$ cat config.mk
export PLATFORM = sky130hd
export DESIGN_NAME = logic_unit_pipe
export DESIGN_NICKNAME = d
export VERILOG_FILES = /design/src/rtl/logic_pkg.sv /design/src/rtl/logic_gate_vec.sv /design/src/rtl/logic_unit_pipe.sv
export SDC_FILE = /design/constraint.sdc
export NUM_CORES = 1
export LEC_CHECK = 0
export BUFFER_PORTS_ARGS = -buffer_cell sky130_fd_sc_hd__buf_4
export CAP_MARGIN = 5
export CELL_PAD_IN_SITES_DETAIL_PLACEMENT = 0
export CELL_PAD_IN_SITES_GLOBAL_PLACEMENT = 1
export CORE_MARGIN = 5
export CORE_UTILIZATION = 45
export CTS_CLUSTER_SIZE = 8
export DETAILED_ROUTE_END_ITERATION = 6
export PLACE_DENSITY_LB_ADDON = 0.1
export SYNTH_ARGS = -nofsm -noshare
export SYNTH_HDL_FRONTEND = slang
export SYNTH_SLANG_ARGS = --single-unit
export TNS_END_PERCENT = 100
$ cat constraint.sdc
create_clock -name clk -period 3 [get_ports clk]
set_input_delay 0.9 -clock clk [delete_from_list [all_inputs] [get_ports clk]]
set_output_delay 0.9 -clock clk [all_outputs]
set_load 0.01 [all_outputs]
$ cat src/rtl/logic_pkg.sv
// Shared opcode type and gate evaluation helpers for the bitwise logic unit.
package logic_pkg;

    localparam int unsigned GATE_MAX_W = 64;

    typedef enum logic [2:0] {
        OP_BUF  = 3'd0,
        OP_NOT  = 3'd1,
        OP_AND  = 3'd2,
        OP_NAND = 3'd3,
        OP_OR   = 3'd4,
        OP_NOR  = 3'd5,
        OP_XOR  = 3'd6,
        OP_XNOR = 3'd7
    } gate_op_e;

    // Single-bit gate primitive; BUF and NOT ignore b.
    function automatic logic gate_bit(input gate_op_e op, input logic a, input logic b);
        logic y;
        y = a;
        case (op)
            OP_BUF:  y = a;
            OP_NOT:  y = ~a;
            OP_AND:  y = a & b;
            OP_NAND: y = ~(a & b);
            OP_OR:   y = a | b;
            OP_NOR:  y = ~(a | b);
            OP_XOR:  y = a ^ b;
            OP_XNOR: y = ~(a ^ b);
            default: y = a;
        endcase
        return y;
    endfunction

    // Vector form for callers up to GATE_MAX_W bits wide.
    function automatic logic [GATE_MAX_W-1:0] gate_eval(input gate_op_e op,
                                                        input logic [GATE_MAX_W-1:0] a,
                                                        input logic [GATE_MAX_W-1:0] b);
        logic [GATE_MAX_W-1:0] y;
        y = '0;
        for (int i = 0; i < int'(GATE_MAX_W); i++) begin
            y[i] = gate_bit(op, a[i], b[i]);
        end
        return y;
    endfunction

endpackage

$ cat src/rtl/logic_gate_vec.sv
// Combinational WIDTH-bit bitwise gate selected by opcode.
module logic_gate_vec
    import logic_pkg::*;
#(
    parameter int unsigned WIDTH = 8
) (
    input  gate_op_e         i_op,
    input  logic [WIDTH-1:0] i_a,
    input  logic [WIDTH-1:0] i_b,
    output logic [WIDTH-1:0] o_y
);

    for (genvar g = 0; g < int'(WIDTH); g++) begin : g_bit
        assign o_y[g] = gate_bit(i_op, i_a[g], i_b[g]);
    end

endmodule

$ cat src/rtl/logic_unit_pipe.sv
// Two-stage valid/ready bitwise logic unit with accumulator chaining,
// result flags and a handoff counter.
module logic_unit_pipe
    import logic_pkg::*;
#(
    parameter int unsigned WIDTH = 8,
    parameter int unsigned CNT_W = 16
) (
    input  logic             clk,
    input  logic             rst,
    input  logic             in_valid,
    output logic             in_ready,
    input  logic [2:0]       in_op,
    input  logic             in_acc,
    input  logic [WIDTH-1:0] in_a,
    input  logic [WIDTH-1:0] in_b,
    input  logic             acc_clr,
    output logic             out_valid,
    input  logic             out_ready,
    output logic [WIDTH-1:0] out_y,
    output logic             out_zero,
    output logic             out_ones,
    output logic             out_parity,
    output logic [CNT_W-1:0] result_count
);

    logic             r_s1_valid;
    gate_op_e         r_s1_op;
    logic             r_s1_acc;
    logic [WIDTH-1:0] r_s1_a;
    logic [WIDTH-1:0] r_s1_b;

    logic             r_out_valid;
    logic [WIDTH-1:0] r_out_y;
    logic             r_out_zero;
    logic             r_out_ones;
    logic             r_out_parity;

    logic [WIDTH-1:0] r_acc;
    logic [CNT_W-1:0] r_count;

    logic             w_s2_advance;
    logic             w_in_ready;
    logic             w_accept;
    logic             w_handoff;
    logic [WIDTH-1:0] w_b_eff;
    logic [WIDTH-1:0] w_y;

    assign w_s2_advance = r_s1_valid && (!r_out_valid || out_ready);
    assign w_in_ready   = !r_s1_valid || w_s2_advance;
    assign w_accept     = in_valid && w_in_ready;
    assign w_handoff    = r_out_valid && out_ready;
    assign w_b_eff      = r_s1_acc ? r_acc : r_s1_b;

    logic_gate_vec #(.WIDTH(WIDTH)) u_gate (
        .i_op (r_s1_op),
        .i_a  (r_s1_a),
        .i_b  (w_b_eff),
        .o_y  (w_y)
    );

    // Stage 1: operand register; refills on the same edge its content advances.
    always_ff @(posedge clk or posedge rst) begin
        if (rst) begin
            r_s1_valid <= 1'b0;
            r_s1_op    <= OP_BUF;
            r_s1_acc   <= 1'b0;
            r_s1_a     <= '0;
            r_s1_b     <= '0;
        end else if (w_accept) begin
            r_s1_valid <= 1'b1;
            r_s1_op    <= gate_op_e'(in_op);
            r_s1_acc   <= in_acc;
            r_s1_a     <= in_a;
            r_s1_b     <= in_b;
        end else if (w_s2_advance) begin
            r_s1_valid <= 1'b0;
        end
    end

    // Stage 2: result and flags, held while the consumer stalls.
    always_ff @(posedge clk or posedge rst) begin
        if (rst) begin
            r_out_valid  <= 1'b0;
            r_out_y      <= '0;
            r_out_zero   <= 1'b1;
            r_out_ones   <= 1'b0;
            r_out_parity <= 1'b0;
        end else if (w_s2_advance) begin
            r_out_valid  <= 1'b1;
            r_out_y      <= w_y;
            r_out_zero   <= ~|w_y;
            r_out_ones   <= &w_y;
            r_out_parity <= ^w_y;
        end else if (w_handoff) begin
            r_out_valid  <= 1'b0;
        end
    end

    // Accumulator tracks every result; clear wins over a coincident update.
    always_ff @(posedge clk or posedge rst) begin
        if (rst) begin
            r_acc <= '0;
        end else if (acc_clr) begin
            r_acc <= '0;
        end else if (w_s2_advance) begin
            r_acc <= w_y;
        end
    end

    always_ff @(posedge clk or posedge rst) begin
        if (rst) begin
            r_count <= '0;
        end else if (w_handoff) begin
            r_count <= r_count + CNT_W'(1);
        end
    end

    assign in_ready     = w_in_ready;
    assign out_valid    = r_out_valid;
    assign out_y        = r_out_y;
    assign out_zero     = r_out_zero;
    assign out_ones     = r_out_ones;
    assign out_parity   = r_out_parity;
    assign result_count = r_count;

endmodule

==> results of run 1 <==
registers in the layout, summed over array words and instances, names as in the netlist:
register and cells:
r_acc 8, out_parity 1, r_s1_a 8, out_ones 1, out_valid 1, r_s1_op 3
out_y 8, result_count 16, r_s1_acc 1, r_s1_valid 1, out_zero 1, r_s1_b 8
worst max-delay path by stage:
stage / depth (start not counted) / slack [ns] / endpoint / startpoint
2_1_floorplan: 10 / 0.23 / out_parity / r_s1_acc
3_3_place_gp: 9 / 0.22 / out_parity / r_s1_acc
3_5_place_dp: 8 / 0.17 / out_parity / r_s1_acc
4_1_cts: 8 / 0.13 / out_parity / r_s1_acc
5_1_grt: 9 / 0.07 / out_parity / r_s1_acc
6_report: 8 / 0.33 / out_parity / r_s1_acc
routing by layer:
layer | up-vias | GRT usage, %
li1 | 1188 | -
met1 | 1132 | 22.9
met2 | 51 | 20.9
met3 | 9 | 3.59
met4 | 0 | 6.80
met5 | - | 0
metrics by stage:
stage	setup slack, ns	power [mW]
floorplan	0.229	1.81
global placement	0.220	2.14
detailed placement	0.167	2.17
CTS	0.133	3.06
global route	0.0711	3.24
finish	0.326	3.01
cell type report:
| class | instances | share of cell area, % |
|---|---|---|
| Clock inverter | 7 | 2.82 |
| Multi-Input combinational cell | 209 | 43.5 |
| Clock buffer | 9 | 2.97 |
| Inverter | 25 | 2.25 |
| Tap cell | 99 | 2.97 |
| Sequential cell | 57 | 34.2 |
| Timing Repair Buffer | 63 | 11.3 |
kinds of logic after synthesis:
| kind of cell | count (synthesis) | share of synthesized area, % |
|---|---|---|
| xor gates and xnor gates | 22 | 6.63 |
| and+or+nand+nor | 91 | 15.3 |
| buffers and inverters | 40 | 5.13 |
| AOI/OAI and AO/OA | 34 | 8.90 |
| adders and majority gates | 25 | 9.15 |
| muxes | 37 | 13.1 |
| DFF | 57 | 41.8 |
placed cells by master, fill, tap and decap left out, types with 8 or more instances in the layout:
master | synthesis | layout
nand3_1 | 8 | 8
inv_1 | 25 | 24
clkbuf_8 | 0 | 9
nand4_1 | 8 | 8
dfrtp_1 | 56 | 55
xnor2_1 | 14 | 14
buf_4 | 3 | 63
nor2_1 | 11 | 11
mux2i_1 | 11 | 11
nand2_1 | 18 | 18
nand2b_1 | 11 | 11
mux2_2 | 22 | 22
nand3b_1 | 13 | 13
ha_1 | 25 | 25
where the power goes:
part	internal, mW	switching (mW)	total (mW)	leakage [nW]
clock network	0.553	0.319	0.872	0.124
logic	0.555	0.497	1.05	1.23
registers	0.919	0.168	1.09	0.702
synthesized netlist by cell type, drive strengths merged (2+ instances only):
| master | count |
|---|---|
| dfrtp | 56 |
| ha | 25 |
| inv | 25 |
| mux2 | 23 |
| nand2 | 18 |
| xnor2 | 17 |
| nand3b | 13 |
| mux2i | 11 |
| nand2b | 11 |
| nor2 | 11 |
| buf | 10 |
| o21ai | 9 |
| nand3 | 8 |
| nand4 | 8 |
| a211oi | 5 |
| clkbuf | 5 |
| o31ai | 5 |
| o41ai | 5 |
| or2 | 5 |
| xor2 | 5 |
| a21boi | 4 |
| and3 | 4 |
| nor3 | 4 |
| mux4 | 3 |
| o32ai | 3 |
| and2 | 2 |
| nor2b | 2 |
critical path, stage by stage (launching register included):
cell     delay [ns]
dfrtp_2        0.53
mux2i_1        0.28
ha_1           0.26
mux4_1         0.53
xnor2_2        0.25
ha_1           0.29
xnor2_1        0.19
xnor2_1        0.13
o21ai_0        0.08
==> impl_metrics.toml, run 1 <==
[outcome]
status = "complete, no violations"

[yosys]
yosys.area.top_type_share_pct = 41.0
async_flop_share_pct = 100
synth_nets = 356
synth_seq_cells = 57
ys_top_cells_by_area = "dfrtp_1 (41%), ha_1 (9.2%), mux2_2 (7.3%), xnor2_1 (3.6%), mux2i_1 (3.2%)"
ys.warnings.count = 0
syn_inst = 306
ys_types = 48
synth_area_leader_cell = "dfrtp_1"
syn_area_um2 = 3420
synth-seq-area-share_pct = 41.8
synth_edf_count = 0
syn_avg_cell_area_um2 = 11.2
synth_ff_type = "dfrtp_1"

[timing]
finalSetupViolCount = 0
hold_viol = 0
max_freq_ghz = 0.374
setup_tns_ns = 0
layout_worst_path_cycle_share_pct = 89.1
worst_slew_pin_slew_ns = 0.834
hold_slack_ns = 0.473
drv_slew = 0
fin_skew_ns = 0.00677
rsz0062_at_grt = "no"
slew_headroom_pct = 44.2
fin_crit_ns = 2.67

[layout]
fillers = 673
layout.area.seq_um2 = 1430
utilization_pct = 57.0
nets = 415
layout-drive-gt1-share_pct = 32.7
area_growth_pct = 22.2
antenna_cells = 0
final_area_um2 = 4180
instances_no_fill = 469
multi_input_area_um2 = 1810

[clock_tree]
cts_setup_buffers = 0
cts.path.max_buffers = 2
clk_pin_slew_ns = 0.07
cts_max_level = 3
cts_hold_buf = 0
clkLatencyLatePin_ns = 0.33
cts_made_buffers = 9
cts_sinks = 57
cts_tree = "yes"
root_buffer = "clkbuf_8"
ctsResizeCount = 0

[placement]
hpwlAfterDp_mm = 5.28
port_buffers = 53
dp.cells = 453
place_area_um2 = 3930
gp_congestion = 0.812

[run]
cap_viol_max_count = 0

[min_path]
whs_endpoint = "result_count[15]"
worst_hold_startpoint = "result_count[15]"
holdPathStages = 1
hp-class = "reg2reg"

[global_route]
grt_max_degree = 23
grt_use_total_pct = 15.3
overflow = 0
first_global_vias = 2291
grt_pass1_wl_mm = 11.6
antenna_found_initial = 0

[power]
power_density_nw_per_um2 = 721
leakage_nw = 2.05
ir_worst_vdd_uv = 325

[floorplanning]
start_util_pct = 46.6
die_area_um2 = 9440
ios = 54
num_rows = 31
die_h_um = 97.1
die_w_um = 97.1
coreArea_um2 = 7330

[setup_path]
r2r_start = "r_s1_acc"
r2r_end = "out_parity"
cp_max_fo = 9
start_kind = "flip-flop"
end_kind = "flip-flop"
reg2reg_depth = 8
path_class = "reg2reg"
arrival_ns = 2.89
worst_ep_required_time_ns = 3.22
r2r_setup_slack_ns = 0.33

[drt]
routed.top_layer = "met4"
wl_met1_mm = 3.58
routed-via-count = 2380
drt_wl_total_mm = 6.83
postRouteAntennaNets = 0
drt_iter0_markers = 89
via_per_inst = 5.07
wl_met3_um = 325
drt_first_pass_iters = 4
wl_per_cell_um = 14.6
drc_errors = 0
route.met2.wl_mm = 2.80
No activity file was read; power rests on OpenSTA's default activity.
==> run 2: changes to the inputs <==
- CELL_PAD_IN_SITES_DETAIL_PLACEMENT: 0 -> default
- CELL_PAD_IN_SITES_GLOBAL_PLACEMENT: 1 -> default
- CORE_UTILIZATION: 45 -> 57
- PLACE_DENSITY: default -> 0.8
- PLACE_DENSITY_LB_ADDON: 0.1 -> default
==> run 2 against run 1 <==
  * Setup slack worse by 0.095 ns
  * Total power decreased by 2.7%
  * Clock power down 10%
  * Critical path type unchanged
  * Largest power group unchanged
  * Highest routed layer unchanged
==> impl_metrics.toml, run 2 (synthesis gave the netlist of run 1 again) <==
[setup_path]
cp_slowest_cell = "mux4_2"
r2r_setup_slack_ns = 0.23
path_class = "reg2reg"
worst_ep_required_time_ns = 3.21
cp_cell_sequence = "mux2i_1 -> ha_1 -> mux4_2 -> xnor2_4 -> inv_1 -> ha_1 -> xnor2_1 -> xnor2_1 -> o21ai_0"
slowest_delay_ns = 0.54
cp_max_fo = 9
start_kind = "flip-flop"
end_kind = "flip-flop"
arrival_ns = 2.98

[timing]
finalSetupViolCount = 0
slew_headroom_pct = 55.2
rsz0062_at_grt = "no"
drv_slew = 0
hold_viol = 0
max_freq_ghz = 0.361
layout_worst_path_cycle_share_pct = 92.3
fin_crit_ns = 2.77
fin_skew_ns = 0.00982
setup_tns_ns = 0
worst_slew_pin_slew_ns = 0.671

[layout]
antenna_cells = 0
instances_no_fill = 444
largest_register_ffs = 16
layout_commonest_cell = "buf_4"
utilization_pct = 70.1
final_area_um2 = 4130
layout-drive-gt1-share_pct = 32.5
fillers = 437
area_growth_pct = 20.8
nets = 414
layout_common_cells = "buf_4 (61), dfrtp_1 (55), ha_1 (25)"

[clock_tree]
root_buffer = "clkbuf_8"
clkLatencyLatePin_ns = 0.34
cts_hold_buf = 0
cts_made_buffers = 9
cts.path.max_buffers = 2
cts_setup_buffers = 0
cts_sinks = 57
cts_tree = "yes"
ctsResizeCount = 0
cts_max_level = 3
clk_pin_slew_ns = 0.07

[drt]
via_per_inst = 5.37
routed-via-count = 2384
drt_iter0_markers = 128
drt_wl_total_mm = 6.67
drc_errors = 0
postRouteAntennaNets = 0
wl_per_cell_um = 15.0
drt_first_pass_iters = 4

[power]
leakage_nw = 2.04
ir_worst_vdd_uv = 428
power_density_nw_per_um2 = 709

[placement]
hpwlAfterDp_mm = 5.03
place_area_um2 = 3910
dp.cells = 428
port_buffers = 53
gp_congestion = 0.889

[global_route]
first_global_vias = 2271
grt_pass1_wl_mm = 10.9
antenna_found_initial = 0
overflow = 0
grt_use_total_pct = 18.7
grt_max_degree = 30

[floorplanning]
die_w_um = 87.4
die_area_um2 = 7640
num_rows = 28
start_util_pct = 58.1
coreArea_um2 = 5890
die_h_um = 87.4
ios = 54

[outcome]
status = "complete, no violations"

[run]
cap_viol_max_count = 0

[min_path]
hp-class = "reg2reg"
-- run 2: changes by cell type in the layout (fill, tap and decap cells not counted), sizes merged --
cell      delta
clkinv       +1
clkinvlp     +1
bufinv       -1
inv          -1
buf          -1
-- run 2: layout make-up --
| cell class | instances | area [µm²] | area share, % |
|---|---|---|---|
| flip-flops and latches | 57 | 1430 | 34.6 |
| clock inverters | 7 | 95.1 | 2.30 |
| repair buffers | 62 | 478 | 11.6 |
| well taps | 75 | 93.8 | 2.27 |
| inverters | 25 | 93.8 | 2.27 |
| clock buffers | 9 | 124 | 3.00 |
| multi-input cells | 209 | 1810 | 44.0 |
-- run 2: power breakdown --
part / switching (mW) / total, mW / internal (mW)
logic: 0.504 / 1.06 / 0.557
registers: 0.162 / 1.08 / 0.919
clock network: 0.319 / 0.785 / 0.467
total: 0.985 / 2.93 / 1.94
-- run 2: path summary, 6_finish.rpt --
path,from,end,depth (start not counted)
max reg2reg,r_s1_acc,out_parity,9
max,r_s1_acc,out_parity,9
min reg2reg,out_y[5],out_y[5],2
min in group asynchronous,rst,result_count[8],2
min,out_y[5],out_y[5],2
max in group asynchronous,rst,r_s1_acc,3
-- run 2: critical path, delay by kind of cell, from the launching register on --
family | cells | cell delay [ns]
buffers and inverters | 1 | 0.06
adder cells (fa/ha/maj) | 2 | 0.59
XOR/XNOR | 3 | 0.52
AO/OA/AOI/OAI | 1 | 0.09
multiplexers | 2 | 0.86
flip-flops | 1 | 0.52
-- run 2: metrics by stage --
stage / total power [mW] / setup slack (ns) / hold slack, ns
finish: 2.93 / 0.231 / 0.481
global route: 3.12 / 0.116 / 0.522
CTS: 2.96 / 0.0817 / 0.487
detailed placement: 2.16 / 0.172 / 0.471
global placement: 2.12 / 0.258 / 0.461
floorplan: 1.81 / 0.229 / 0.471
-- run 2: routing by layer --
metal | track usage [%] | share of wire [%] | vias to the layer above
met4 | 6.56 | 1.5 | 0
met2 | 28.4 | 46 | 52
met5 | 0 | 0 | -
li1 | - | - | 1179
met1 | 25.7 | 47 | 1143
met3 | 5.20 | 5.3 | 10
==> run 3: changes to the inputs <==
- CORE_UTILIZATION: 57 -> 56
- GPL_TIMING_DRIVEN: default -> 0
- SYNTH_HIERARCHICAL: default -> 1
==> run 3 against run 2 <==
  * Count of clock-buffer cells in the layout grew 4
  * Register-to-register slack worse by 0.07 ns
  * Synthesized cell count fell by 8.8%
  * Clock skew decreased by 0.0029 ns
==> impl_metrics.toml, run 3 <==
[setup_path]
cp_max_fo = 9
path_class = "reg2reg"
worst_ep_required_time_ns = 3.20
arrival_ns = 3.04
slowest_delay_ns = 0.50
start_kind = "flip-flop"
reg2reg_depth = 10
end_kind = "flip-flop"
cp_slowest_cell = "mux4_1"
cp_cell_sequence = "mux2_2 -> inv_1 -> ha_1 -> mux4_1 -> xor2_1 -> inv_1 -> ha_1 -> xnor2_1 -> xnor2_1 -> o21ai_0"

[yosys]
synth_edf_count = 0
syn_avg_cell_area_um2 = 11.2
ys_top_cells_by_area = "dfrtp_1 (45%), mux2_2 (10%), ha_1 (10%), nand2_1 (5.0%), inv_1 (4.1%)"
yosys-top-cells-count = "dfrtp_1 (56), nand2_1 (42), inv_1 (34)"
syn_inst = 279
synth-seq-area-share_pct = 45.6
ys.warnings.count = 6
yosysMostFrequentCell = "dfrtp_1"
ys_types = 37
yosys.area.top_type_share_pct = 44.8
synth_area_leader_cell = "dfrtp_1"
synth_ff_type = "dfrtp_1"
syn_area_um2 = 3130
synth_nets = 329
synth_seq_cells = 57
async_flop_share_pct = 100

[timing]
worst_slew_pin_slew_ns = 0.386
fin_skew_ns = 0.00687
hold_viol = 0
drv_slew = 0
max_freq_ghz = 0.352
slew_headroom_pct = 74.3
fin_crit_ns = 2.84
hold_slack_ns = 0.483
finalSetupViolCount = 0
setup_tns_ns = 0
rsz0062_at_grt = "no"
layout_worst_path_cycle_share_pct = 94.7

[layout]
nets = 392
multi_input_area_um2 = 1530
area_growth_pct = 22.3
layout-drive-gt1-share_pct = 34.1
antenna_cells = 0
fillers = 433
layout_commonest_cell = "dfrtp_1"
final_area_um2 = 3830
largest_register_ffs = 16
instances_no_fill = 418
layout.area.seq_um2 = 1430
layout_common_cells = "dfrtp_1 (55), buf_4 (54), nand2_1 (42)"

[drt]
drc_errors = 0
via_per_inst = 5.19
drt_iter0_markers = 72
drt_first_pass_iters = 5
drt_wl_total_mm = 5.98
routed-via-count = 2170
wl_per_cell_um = 14.3
postRouteAntennaNets = 0

[placement]
place_area_um2 = 3630
hpwlAfterDp_mm = 4.62
gp_congestion = 0.805
dp.cells = 404
port_buffers = 52

[clock_tree]
cts_max_level = 3
cts.path.max_buffers = 2
cts_sinks = 57
clk_pin_slew_ns = 0.06
root_buffer = "clkbuf_8"
cts_made_buffers = 9
cts_tree = "yes"
clkLatencyLatePin_ns = 0.33
cts_setup_buffers = 0

[floorplanning]
ios = 54
coreArea_um2 = 5470
die_area_um2 = 7180
start_util_pct = 57.2
die_w_um = 84.8
num_rows = 27
die_h_um = 84.8

[global_route]
use_met2_pct = 30.9
met1_usage_pct = 21.7
overflow = 0
first_global_vias = 2263
gr-usage-met3_pct = 5.89
antenna_found_initial = 0
grt_use_total_pct = 18.2
grt_pass1_wl_mm = 10.4
grt-busiest-layer = "met2"
grt_max_degree = 44

[power]
leakage_nw = 1.94
power.total_mw = 2.71
power_density_nw_per_um2 = 709
ir_worst_vdd_uv = 385

[min_path]
holdPathStages = 2
hp-class = "reg2reg"

[run]
cap_viol_max_count = 0

[outcome]
status = "complete, no violations"
-- run 3: changes by cell type in the layout (fill, tap and decap cells not counted), sizes merged, moves of 6 or more --
cell	delta
nand2b	-6
mux2	+6
nor2	-6
o21ai	-6
mux2i	-10
xor2	+8
a21oi	+9
nand3b	-12
inv	+9
nand2	+24
-- run 3: cell type report --
cell class | count | share of cell area, %
clock buffers | 13 | 4.41
repair buffers | 53 | 10.7
inverters | 34 | 3.33
clock inverters | 2 | 0.327
multi-input cells | 178 | 40.1
flip-flops and latches | 57 | 37.3
plain buffers | 9 | 1.44
well taps | 72 | 2.35
-- run 3: worst paths after layout --
kind | from | end | slack, ns
max | r_s1_acc | out_parity | 0.16
min | out_y[0] | out_y[0] | 0.48
max reg2reg | r_s1_acc | out_parity | 0.16
min reg2reg | out_y[0] | out_y[0] | 0.48
max in group asynchronous | rst | out_zero | 1.89
min in group asynchronous | rst | result_count[15] | 0.53
-- run 3: critical path: cells and delay by family (launching register included) --
kind                       cells  cell delay [ns]
AOI/OAI and AO/OA              1             0.10
adders and majority gates      2             0.51
muxes                          2             0.88
DFF                            1             0.49
buffers and inverters          2             0.14
xor gates and xnor gates       3             0.60
-- run 3: report_power, final --
part / total, mW / internal (mW) / leakage [nW] / switching [mW]
Sequential: 1.08 / 0.926 / 0.709 / 0.156
Combinational: 0.981 / 0.511 / 1.14 / 0.470
Clock: 0.649 / 0.361 / 0.0915 / 0.288
-- run 3: logic make-up (layout without fill, tap and decap cells) --
kind of cell,count (synthesis),after routing,synth area share (%)
xor+xnor,25,25,7.00
compound gates,14,14,2.40
mux,37,37,16.3
buf+inv,44,111,5.96
simple gates,77,77,12.8
fa+ha+maj,25,25,10.0
flops,57,57,45.6
-- run 3: routing by layer --
metal | up-vias | part of all wire, %
met3 | 12 | 4.9
met4 | 0 | 1.7
met1 | 1056 | 43
li1 | 1051 | -
met2 | 51 | 50
met5 | - | 0
-- run 3: through the flow --
step	util (%)	setup WS, ns
floorplan	-	0.235
global placement	66.0	-0.128
detailed placement	66.3	-0.195
CTS	69.6	0.0819
global route	69.9	0.0158
finish	69.9	0.160
-- run 3: what timing repair did --
item	4_1_cts	5_1_grt
pin swaps	0	0
endpoints found under the setup margin	1	1
gates cloned	0	0
gates resized for setup	1	3
hold buffers	0	0
endpoints found under the hold margin	0	0
